## src/rtl/id_branch_predict_resolve_pkg.sv

```systemverilog
// Shared branch-op and BHT counter encodings for the ID-stage branch unit.
package id_branch_predict_resolve_pkg;

    localparam logic [2:0] BR_BEQ  = 3'b000;
    localparam logic [2:0] BR_BNE  = 3'b001;
    localparam logic [2:0] BR_BLEZ = 3'b010;
    localparam logic [2:0] BR_BGTZ = 3'b011;
    localparam logic [2:0] BR_BLTZ = 3'b100;
    localparam logic [2:0] BR_BGEZ = 3'b101;
    localparam logic [2:0] BR_J    = 3'b110;
    localparam logic [2:0] BR_RSVD = 3'b111;

    localparam logic [1:0] BHT_SNT = 2'b00;
    localparam logic [1:0] BHT_WNT = 2'b01;
    localparam logic [1:0] BHT_WT  = 2'b10;
    localparam logic [1:0] BHT_ST  = 2'b11;

    // Saturating 2-bit counter step toward the resolved direction.
    function automatic logic [1:0] bht_next(input logic [1:0] ctr, input logic taken);
        if (taken)
            return (ctr == BHT_ST) ? BHT_ST : ctr + 2'd1;
        else
            return (ctr == BHT_SNT) ? BHT_SNT : ctr - 2'd1;
    endfunction

endpackage

```

## src/rtl/branch_bht.sv

```systemverilog
// Branch history table: array of 2-bit saturating counters with one
// combinational lookup port and one clocked training port.
module branch_bht
    import id_branch_predict_resolve_pkg::*;
#(
    parameter int DEPTH = 64,
    parameter int IDX_W = $clog2(DEPTH)
) (
    input  logic             clk,
    input  logic             reset,
    input  logic [IDX_W-1:0] rd_idx,
    output logic             rd_taken,
    input  logic             wr_en,
    input  logic [IDX_W-1:0] wr_idx,
    input  logic             wr_taken
);

    logic [1:0] ctr [DEPTH];

    // NOTE: the table is built from flops, so every entry can be reset
    // asynchronously; a RAM-based table would need a clear sequence instead.
    always_ff @(posedge clk or posedge reset) begin
        if (reset) begin
            for (int i = 0; i < DEPTH; i++)
                ctr[i] <= BHT_WNT;
        end else if (wr_en) begin
            // NOTE: non-blocking, so a same-cycle lookup still sees the old counter.
            ctr[wr_idx] <= bht_next(ctr[wr_idx], wr_taken);
        end
    end

    assign rd_taken = ctr[rd_idx][1];

endmodule

```

## src/rtl/id_branch_predict_resolve.sv

```systemverilog
// ID-stage branch resolve with 2-bit BHT prediction and redirect.
// Optional BRANCH_STATS_EN adds saturating branch/mispredict counters.
module id_branch_predict_resolve
    import id_branch_predict_resolve_pkg::*;
#(
    parameter int DATA_W    = 32,
    parameter int PC_W      = 32,
    parameter int BHT_DEPTH = 64
) (
    input  logic              clk,
    input  logic              reset,
    input  logic [PC_W-1:0]   IF_PC,
    output logic              Predict_Taken_IF,
    input  logic              Branch_ID,
    input  logic              Stall_ID,
    input  logic [2:0]        Branch_Op_ID,
    input  logic              Pred_Taken_ID,
    input  logic [PC_W-1:0]   PC_ID,
    input  logic [PC_W-1:0]   Target_ID,
    input  logic [DATA_W-1:0] Read_data1_ID,
    input  logic [DATA_W-1:0] Read_data2_ID,
    output logic              PCSrc_ID,
    output logic              Mispredict_ID,
    output logic [PC_W-1:0]   Redirect_PC_ID,
    output logic              Flush_IF
`ifdef BRANCH_STATS_EN
    ,
    output logic [31:0]       Branch_Count,
    output logic [31:0]       Mispredict_Count
`endif
);

    localparam int IDX_W = $clog2(BHT_DEPTH);

    logic              resolve_en;
    logic              cond_met;
    logic              taken;
    logic              train_en;
    logic [PC_W-1:0]   pc_plus4;
    logic signed [DATA_W-1:0] a_s;
    logic              idx_unused;

    assign resolve_en = Branch_ID & ~Stall_ID;
    assign a_s        = $signed(Read_data1_ID);
    assign pc_plus4   = PC_ID + PC_W'(4);

    // NOTE: cond_met gets a default before the case so no latch is inferred.
    always_comb begin
        cond_met = 1'b0;
        case (Branch_Op_ID)
            BR_BEQ:  cond_met = (Read_data1_ID == Read_data2_ID);
            BR_BNE:  cond_met = (Read_data1_ID != Read_data2_ID);
            BR_BLEZ: cond_met = (a_s <= 0);
            BR_BGTZ: cond_met = (a_s > 0);
            BR_BLTZ: cond_met = (a_s < 0);
            BR_BGEZ: cond_met = (a_s >= 0);
            BR_J:    cond_met = 1'b1;
            default: cond_met = 1'b0;
        endcase
    end

    assign taken          = resolve_en & cond_met;
    assign train_en       = resolve_en & (Branch_Op_ID != BR_RSVD);
    assign PCSrc_ID       = taken;
    assign Mispredict_ID  = train_en & (taken != Pred_Taken_ID);
    assign Flush_IF       = Mispredict_ID;
    assign Redirect_PC_ID = taken ? Target_ID : pc_plus4;

    // Only the word-index bits of the fetch PC address the table.
    assign idx_unused = ^{IF_PC[PC_W-1:IDX_W+2], IF_PC[1:0]};

    branch_bht #(
        .DEPTH (BHT_DEPTH),
        .IDX_W (IDX_W)
    ) u_bht (
        .clk      (clk),
        .reset    (reset),
        .rd_idx   (IF_PC[IDX_W+1:2]),
        .rd_taken (Predict_Taken_IF),
        .wr_en    (train_en),
        .wr_idx   (PC_ID[IDX_W+1:2]),
        .wr_taken (taken)
    );

`ifdef BRANCH_STATS_EN
    always_ff @(posedge clk or posedge reset) begin
        if (reset) begin
            Branch_Count     <= '0;
            Mispredict_Count <= '0;
        end else begin
            if (train_en && Branch_Count != '1)
                Branch_Count <= Branch_Count + 32'd1;
            if (Mispredict_ID && Mispredict_Count != '1)
                Mispredict_Count <= Mispredict_Count + 32'd1;
        end
    end
`endif

endmodule

```

## config.mk

```make
export PLATFORM = sky130hd
export DESIGN_NAME = id_branch_predict_resolve
export DESIGN_NICKNAME = d
export VERILOG_FILES = /design/src/rtl/id_branch_predict_resolve_pkg.sv /design/src/rtl/branch_bht.sv /design/src/rtl/id_branch_predict_resolve.sv
export SDC_FILE = /design/constraint.sdc
export NUM_CORES = 1
export LEC_CHECK = 0
export CAP_MARGIN = 20
export CORE_MARGIN = 5
export CORE_UTILIZATION = 51
export CTS_CLUSTER_SIZE = 12
export DETAILED_ROUTE_END_ITERATION = 7
export HOLD_SLACK_MARGIN = 0.1
export PLACE_DENSITY_LB_ADDON = 0.25
export SLEW_MARGIN = 20
export SYNTH_ARGS = -nofsm -noshare
export SYNTH_HDL_FRONTEND = slang
export SYNTH_HIERARCHICAL = 1
export SYNTH_SLANG_ARGS = --single-unit
```

## constraint.sdc

```tcl
create_clock -name clk -period 5.85 [get_ports clk]
set_input_delay 1.17 -clock clk [delete_from_list [all_inputs] [get_ports clk]]
set_output_delay 1.17 -clock clk [all_outputs]
set_load 0.01 [all_outputs]
```

==> results of run 1 <==
[synth_stat cells (7+ instances only)]
master,count,share of area [%]
nor4_1,8,0.59
clkbuf_1,19,0.84
buf_6,18,2.4
buf_2,7,0.41
inv_1,7,0.31
a22oi_1,9,0.80
a31oi_2,10,1.5
nand3_1,20,1.2
mux2i_1,17,2.0
nor2_1,206,9.1
dfrtp_1,64,19
mux4_2,27,7.2
mux2_1,10,1.3
xnor2_1,56,5.8
a31oi_1,118,8.7
mux2_2,28,3.7
dfstp_2,64,20
nand4_1,14,1.0
nand2_1,29,1.3
o21ai_0,7,0.41
[worst min path at each step]
stage | cells past startpoint | endpoint | slack (ns)
floorplan | 2 | u_bht/ctr[0] | 0.48
global placement | 2 | u_bht/ctr[100] | 0.48
detailed placement | 2 | u_bht/ctr[10] | 0.49
CTS | 2 | u_bht/ctr[10] | 0.50
global route | 2 | u_bht/ctr[44] | 0.51
finish | 2 | u_bht/ctr[2] | 0.50
[power by group]
part	total (mW)	switching (mW)	leakage [nW]	internal, mW
sequential	1.13	0.0844	1.52	1.04
combinational	0.659	0.315	2.33	0.343
clock	1.08	0.373	0.292	0.702
[worst register-to-register path, delay by kind of cell, from the launching register on]
family	cells	cell delay [ns]
AOI/OAI and AO/OA	4	1.46
buffers and inverters	1	0.53
DFF	1	0.41
muxes	1	0.27
and+or+nand+nor	2	0.34
[metrics by stage]
stage          utilization, %  instance area (um^2)
2_1_floorplan               -                  8490
4_1_cts                  66.5                 11000
3_5_place_dp             62.9                 10400
3_3_place_gp             62.8                 10300
5_1_grt                  66.5                 11000
6_report                 66.5                 11000
[per-layer routing]
layer,vias up,part of all wire [%]
li1,3505,-
met1,3736,39
met2,459,49
met3,57,9.7
met4,0,2.7
met5,-,0
[cell type report]
cell class / instances / area [um^2]
fillers: 1335 / 5510
repair buffers: 199 / 1980
well taps: 220 / 275
flip-flops and latches: 128 / 3280
multi-input cells: 662 / 4780
clock buffers: 26 / 489
clock inverters: 6 / 105
inverters: 9 / 36.3
diodes: 1 / 2.50
[cell families (layout without fill, tap and decap cells)]
kind of cell               count (synthesis)  count (layout)  share of synthesized area, %
and+or+nand+nor                          317             317                          17.3
AOI/OAI and AO/OA                        194             194                          16.9
DFF                                      128             128                          38.7
muxes                                     88              88                          15.3
xor gates and xnor gates                  62              62                          6.56
buffers and inverters                     62             240                          5.22
adders and majority gates                  1               1                         0.147
other                                      0               1                             0
==> results.py, run 1 <==
metrics = {
    "setup_path": {
        "critPathCaptureType": "primary output",
        "r2r-start": "u_bht/ctr[101]",
        "critPathTopFamily": "buffers and inverters",
        "startpoint": "Read_data1_ID[9]",
        "crit_end": "Redirect_PC_ID[30]",
        "cp.depth": 10,
        "worst_setup_path_start_kind": "input port",
        "cpMostUsedCell": "clkdlybuf4s50_1",
        "r2r_setup_slack_ns": 2.70,
        "r2r-end": "u_bht/ctr[99]",
        "path_max_fanout": 24,
        "cp_cell_sequence": "clkdlybuf4s50_1 -> xnor2_1 -> nand4_1 -> nor4_1 -> a211oi_1 -> o211a_1 -> nor2_2 -> buf_12 -> mux2_1 -> clkdlybuf4s50_1",
        "reg2reg_depth": 8,
        "slowest_stage": "clkdlybuf4s50_1",
        "worstPathRequired_ns": 4.68,
        "worstSetupPathType": "in -> out",
        "worst-path-buf-inv": 3,
        "crit_arrival_ns": 4.20,
        "critPathMaxStageDelay_ns": 0.50,
    },
    "route": {
        "vias_per_cell": 6.20,
        "routed_wirelength_um": 28100,
        "first_iter_violations": 794,
        "wire_per_inst_um": 22.5,
        "ant_nets": 0,
        "drtPass1Iterations": 5,
        "route.vias.total": 7757,
        "drc": 0,
    },
    "cts": {
        "clock-sinks": 128,
        "insertion_delay_ns": 0.42,
        "post_cts_resized": 0,
        "max-clock-path-buffers": 2,
        "cts_setup_buffers": 0,
        "cts_tree": "yes",
        "clk_transition_reported_paths_ns": 0.05,
        "cts_max_level": 4,
        "numCtsBuffers": 17,
        "cts-root-buf": "clkbuf_16",
        "holdBufCountCts": 0,
    },
    "die": {
        "core_area_um2": 16500,
        "dieArea_um2": 19300,
        "die_x_um": 139,
        "rows": 47,
        "io_pins": 204,
        "initial_core_util_pct": 51.6,
        "die_h_um": 139,
    },
    "placed_design": {
        "gp_congestion": 0.898,
        "dp.cells": 1218,
        "dp_hpwl_um": 20000,
        "io_buffers": 177,
        "pre_cts_ws_ns": 0.449,
    },
    "timing": {
        "rsz0062_at_grt": "false",
        "slew_violations": 0,
        "fmax_mhz": 186,
        "tightest_slew_ns": 0.873,
        "hold_violations": 0,
        "min_period_over_period_pct": 91.9,
        "skew_ns": 0.00865,
        "finalCriticalPeriod_ns": 5.37,
        "finalSetupViolations": 0,
        "slew_headroom_pct": 41.6,
        "fin_setup_tns_ns": 0,
        "setup_slack_ns": 0.475,
        "whs_ns": 0.496,
    },
    "power_and_ir_drop": {
        "leakage_nw": 4.14,
        "finalPower_mw": 2.86,
        "ir_worst_vdd_uv": 188,
        "power.density_nw_per_um2": 261,
    },
    "global_routing": {
        "grt_start_max_net_pins": 48,
        "grt_overflow": 0,
        "grt_pass1_wl_um": 43800,
        "antenna_found_initial": 1,
        "grtUsageMet2_pct": 47.4,
        "grt_pass1_vias": 7704,
        "use_met3_pct": 7.45,
        "grt_usage_pct": 28.6,
        "grt.busiest_layer": "met2",
        "globalRouteMet1Util_pct": 36.6,
    },
    "logic_synthesis": {
        "ys_warn_count": 6,
        "async_flop_share_pct": 100,
        "ys_seq_elements": 128,
        "synth_seq_area_share_pct": 38.7,
        "syn-cell-area_um2": 8490,
        "syn-mean-instance-area_um2": 9.97,
        "ys.flop_type": "dfstp_2",
        "ys_types": 71,
        "synth_edf_count": 0,
        "synthCells": 852,
        "syn-num-nets": 1021,
    },
    "layout": {
        "area_delta_synth_final_pct": 29.0,
        "final_cells": 1251,
        "largest_register_ffs": 128,
        "final_cell_mix": "nor2_1 (205), clkdlybuf4s50_1 (174), a31oi_1 (118)",
        "drive_gt1_share_pct": 20.5,
        "regMostFlops": "u_bht/ctr",
        "layout_commonest_cell": "nor2_1",
        "finalNetCount": 1186,
        "top_regs": "u_bht/ctr (128)",
    },
    "flow_run": {
        "cap_violations": 0,
    },
    "hold_path": {
        "hold_start": "u_bht/ctr[2]",
        "hold_path_class": "reg -> reg",
    },
    "outcome": {
        "status": "complete, no violations",
    },
}
No activity file was read; power rests on OpenSTA's default activity.
==> run 2, diff against run 1 <==
Settings changed: CAP_MARGIN 20 to 30.
==> results of run 2 <==
Same layout as run 1: the final DEF is identical, and so are final timing and power.
==> run 3, diff against run 2 <==
Settings changed: CORE_ASPECT_RATIO from default to 1.4, CORE_UTILIZATION 51 to 50.
==> results.py, run 3 (synthesized netlist as in run 1, its figures left out) <==
metrics = {
    "setup_path": {
        "critPathTopFamily": "buffers and inverters",
        "worst_setup_path_start_kind": "input port",
        "critPathCaptureType": "primary output",
        "slowest_stage": "clkdlybuf4s50_1",
        "worst-path-buf-inv": 3,
        "cpMostUsedCell": "clkdlybuf4s50_1",
        "cp_cell_sequence": "clkdlybuf4s50_1 -> xnor2_1 -> nand4_1 -> nor4_1 -> a211oi_1 -> o211a_1 -> nor2_2 -> buf_12 -> mux2_1 -> clkdlybuf4s50_1",
        "startpoint": "Read_data1_ID[19]",
        "worstSetupPathType": "in -> out",
        "crit_arrival_ns": 4.16,
        "path_max_fanout": 26,
        "worstPathRequired_ns": 4.68,
        "critPathMaxStageDelay_ns": 0.52,
        "r2r-start": "u_bht/ctr[98]",
    },
    "layout": {
        "fillers": 1331,
        "regMostFlops": "u_bht/ctr",
        "final_cell_mix": "nor2_1 (205), clkdlybuf4s50_1 (174), a31oi_1 (118)",
        "drive_gt1_share_pct": 20.9,
        "largest_register_ffs": 128,
        "finalNetCount": 1185,
        "top_regs": "u_bht/ctr (128)",
        "area_delta_synth_final_pct": 28.5,
        "final_area_um2": 10900,
        "layout_commonest_cell": "nor2_1",
        "diodes": 0,
        "final_cells": 1232,
    },
    "cts": {
        "cts_tree": "yes",
        "clk_transition_reported_paths_ns": 0.06,
        "max-clock-path-buffers": 2,
        "insertion_delay_ns": 0.42,
        "post_cts_resized": 0,
        "cts_max_level": 4,
        "cts-root-buf": "clkbuf_16",
        "numCtsBuffers": 17,
        "clock-sinks": 128,
        "cts_setup_buffers": 0,
        "holdBufCountCts": 0,
    },
    "power_and_ir_drop": {
        "p_sw_share_pct": 27.8,
        "ir_worst_vdd_uv": 187,
        "leakage_nw": 4.13,
        "p_switching_mw": 0.794,
        "p_clk_share_pct": 37.9,
        "pwr-share-comb_pct": 22.8,
        "sequentialPowerShare_pct": 39.3,
        "power.internal_mw": 2.06,
        "power.density_nw_per_um2": 262,
    },
    "die": {
        "initial_core_util_pct": 50.7,
        "io_pins": 204,
        "die_h_um": 164,
        "die_x_um": 120,
        "core_area_um2": 16700,
        "dieArea_um2": 19700,
        "rows": 56,
    },
    "route": {
        "routed_wirelength_um": 27100,
        "vias_per_cell": 6.35,
        "ant_nets": 0,
        "wire_per_inst_um": 22.0,
        "drtPass1Iterations": 6,
        "route.vias.total": 7825,
        "drc": 0,
        "first_iter_violations": 739,
    },
    "global_routing": {
        "grt_pass1_wl_um": 42400,
        "grt_pass1_vias": 7813,
        "grt_overflow": 0,
        "grt_start_max_net_pins": 65,
        "antenna_found_initial": 0,
        "grt_usage_pct": 27.4,
    },
    "hold_path": {
        "hold_path_class": "reg -> reg",
        "hold_start": "u_bht/ctr[64]",
    },
    "timing": {
        "fmax_mhz": 187,
        "fin_setup_tns_ns": 0,
        "slew_violations": 0,
        "rsz0062_at_grt": "false",
        "hold_violations": 0,
        "tightest_slew_ns": 0.859,
        "skew_ns": 0.0112,
        "min_period_over_period_pct": 91.2,
        "finalSetupViolations": 0,
        "setup_slack_ns": 0.516,
        "finalCriticalPeriod_ns": 5.33,
        "slew_headroom_pct": 42.7,
    },
    "placed_design": {
        "dp_hpwl_um": 18700,
        "pre_cts_ws_ns": 0.491,
        "io_buffers": 177,
        "dp.cells": 1199,
        "gp_congestion": 0.922,
        "place_area_um2": 10300,
    },
    "outcome": {
        "status": "complete, no violations",
    },
    "flow_run": {
        "cap_violations": 0,
    },
}
-- run 3: cell count changes in the layout (fill, tap and decap cells not counted), sizes merged --
| cell | delta |
|---|---|
| clkbuf | -7 |
| clkinv | +4 |
| inv | +2 |
| buf | -1 |
| clkinvlp | +1 |
| diode | -1 |
-- run 3: worst paths after layout --
path                       slack [ns]  cells after the start                 end
setup / recovery                 0.52                     10  Redirect_PC_ID[21]
hold / removal                   0.50                      2       u_bht/ctr[64]
setup reg to reg                 2.98                      8       u_bht/ctr[93]
hold reg to reg                  0.50                      2       u_bht/ctr[64]
max in group asynchronous        3.68                      3      u_bht/ctr[108]
min in group asynchronous        1.18                      2       u_bht/ctr[63]
-- run 3: power groups by stage --
stage | clock (mW) | sequential, mW | combinational, mW
CTS | 1.09 | 1.12 | 0.646
global placement | 0 | 1.13 | 0.629
floorplan | 0 | 1.10 | 0.406
global route | 1.13 | 1.14 | 0.698
finish | 1.08 | 1.12 | 0.650
detailed placement | 0 | 1.13 | 0.642
-- run 3: stage by stage --
stage	total power, mW	hold slack, ns	utilization, %
3_3_place_gp	1.76	0.486	61.4
5_1_grt	2.97	0.509	65.1
4_1_cts	2.86	0.499	65.0
6_report	2.86	0.497	65.1
3_5_place_dp	1.78	0.491	61.4
2_1_floorplan	1.51	0.479	-
-- run 3: area by class of cell --
type	instances	area [um^2]	area share, %
timing repair buffer	198	1950	17.9
inverter	9	36.3	0.333
multi-input combinational	662	4780	43.8
clock buffer	19	443	4.06
tap	203	254	2.33
clock inverter	13	161	1.48
sequential	128	3280	30.1
-- run 3: worst reg2reg max path, cell delays in order (launching register included) --
cell and delay (ns):
dfstp_2 0.36, mux4_2 0.48, mux2i_1 0.29, o22ai_1 0.16
a21oi_2 0.24, nand4b_4 0.17, o21ai_4 0.09, buf_4 0.69
a31oi_1 0.22
-- run 3: routing by layer --
layer	track usage, %	vias to the layer above	wire length [um]
li1	-	3523	-
met1	32.4	3747	9810
met2	47.2	481	13300
met3	6.17	74	2790
met4	12.8	0	1170
met5	0	-	0
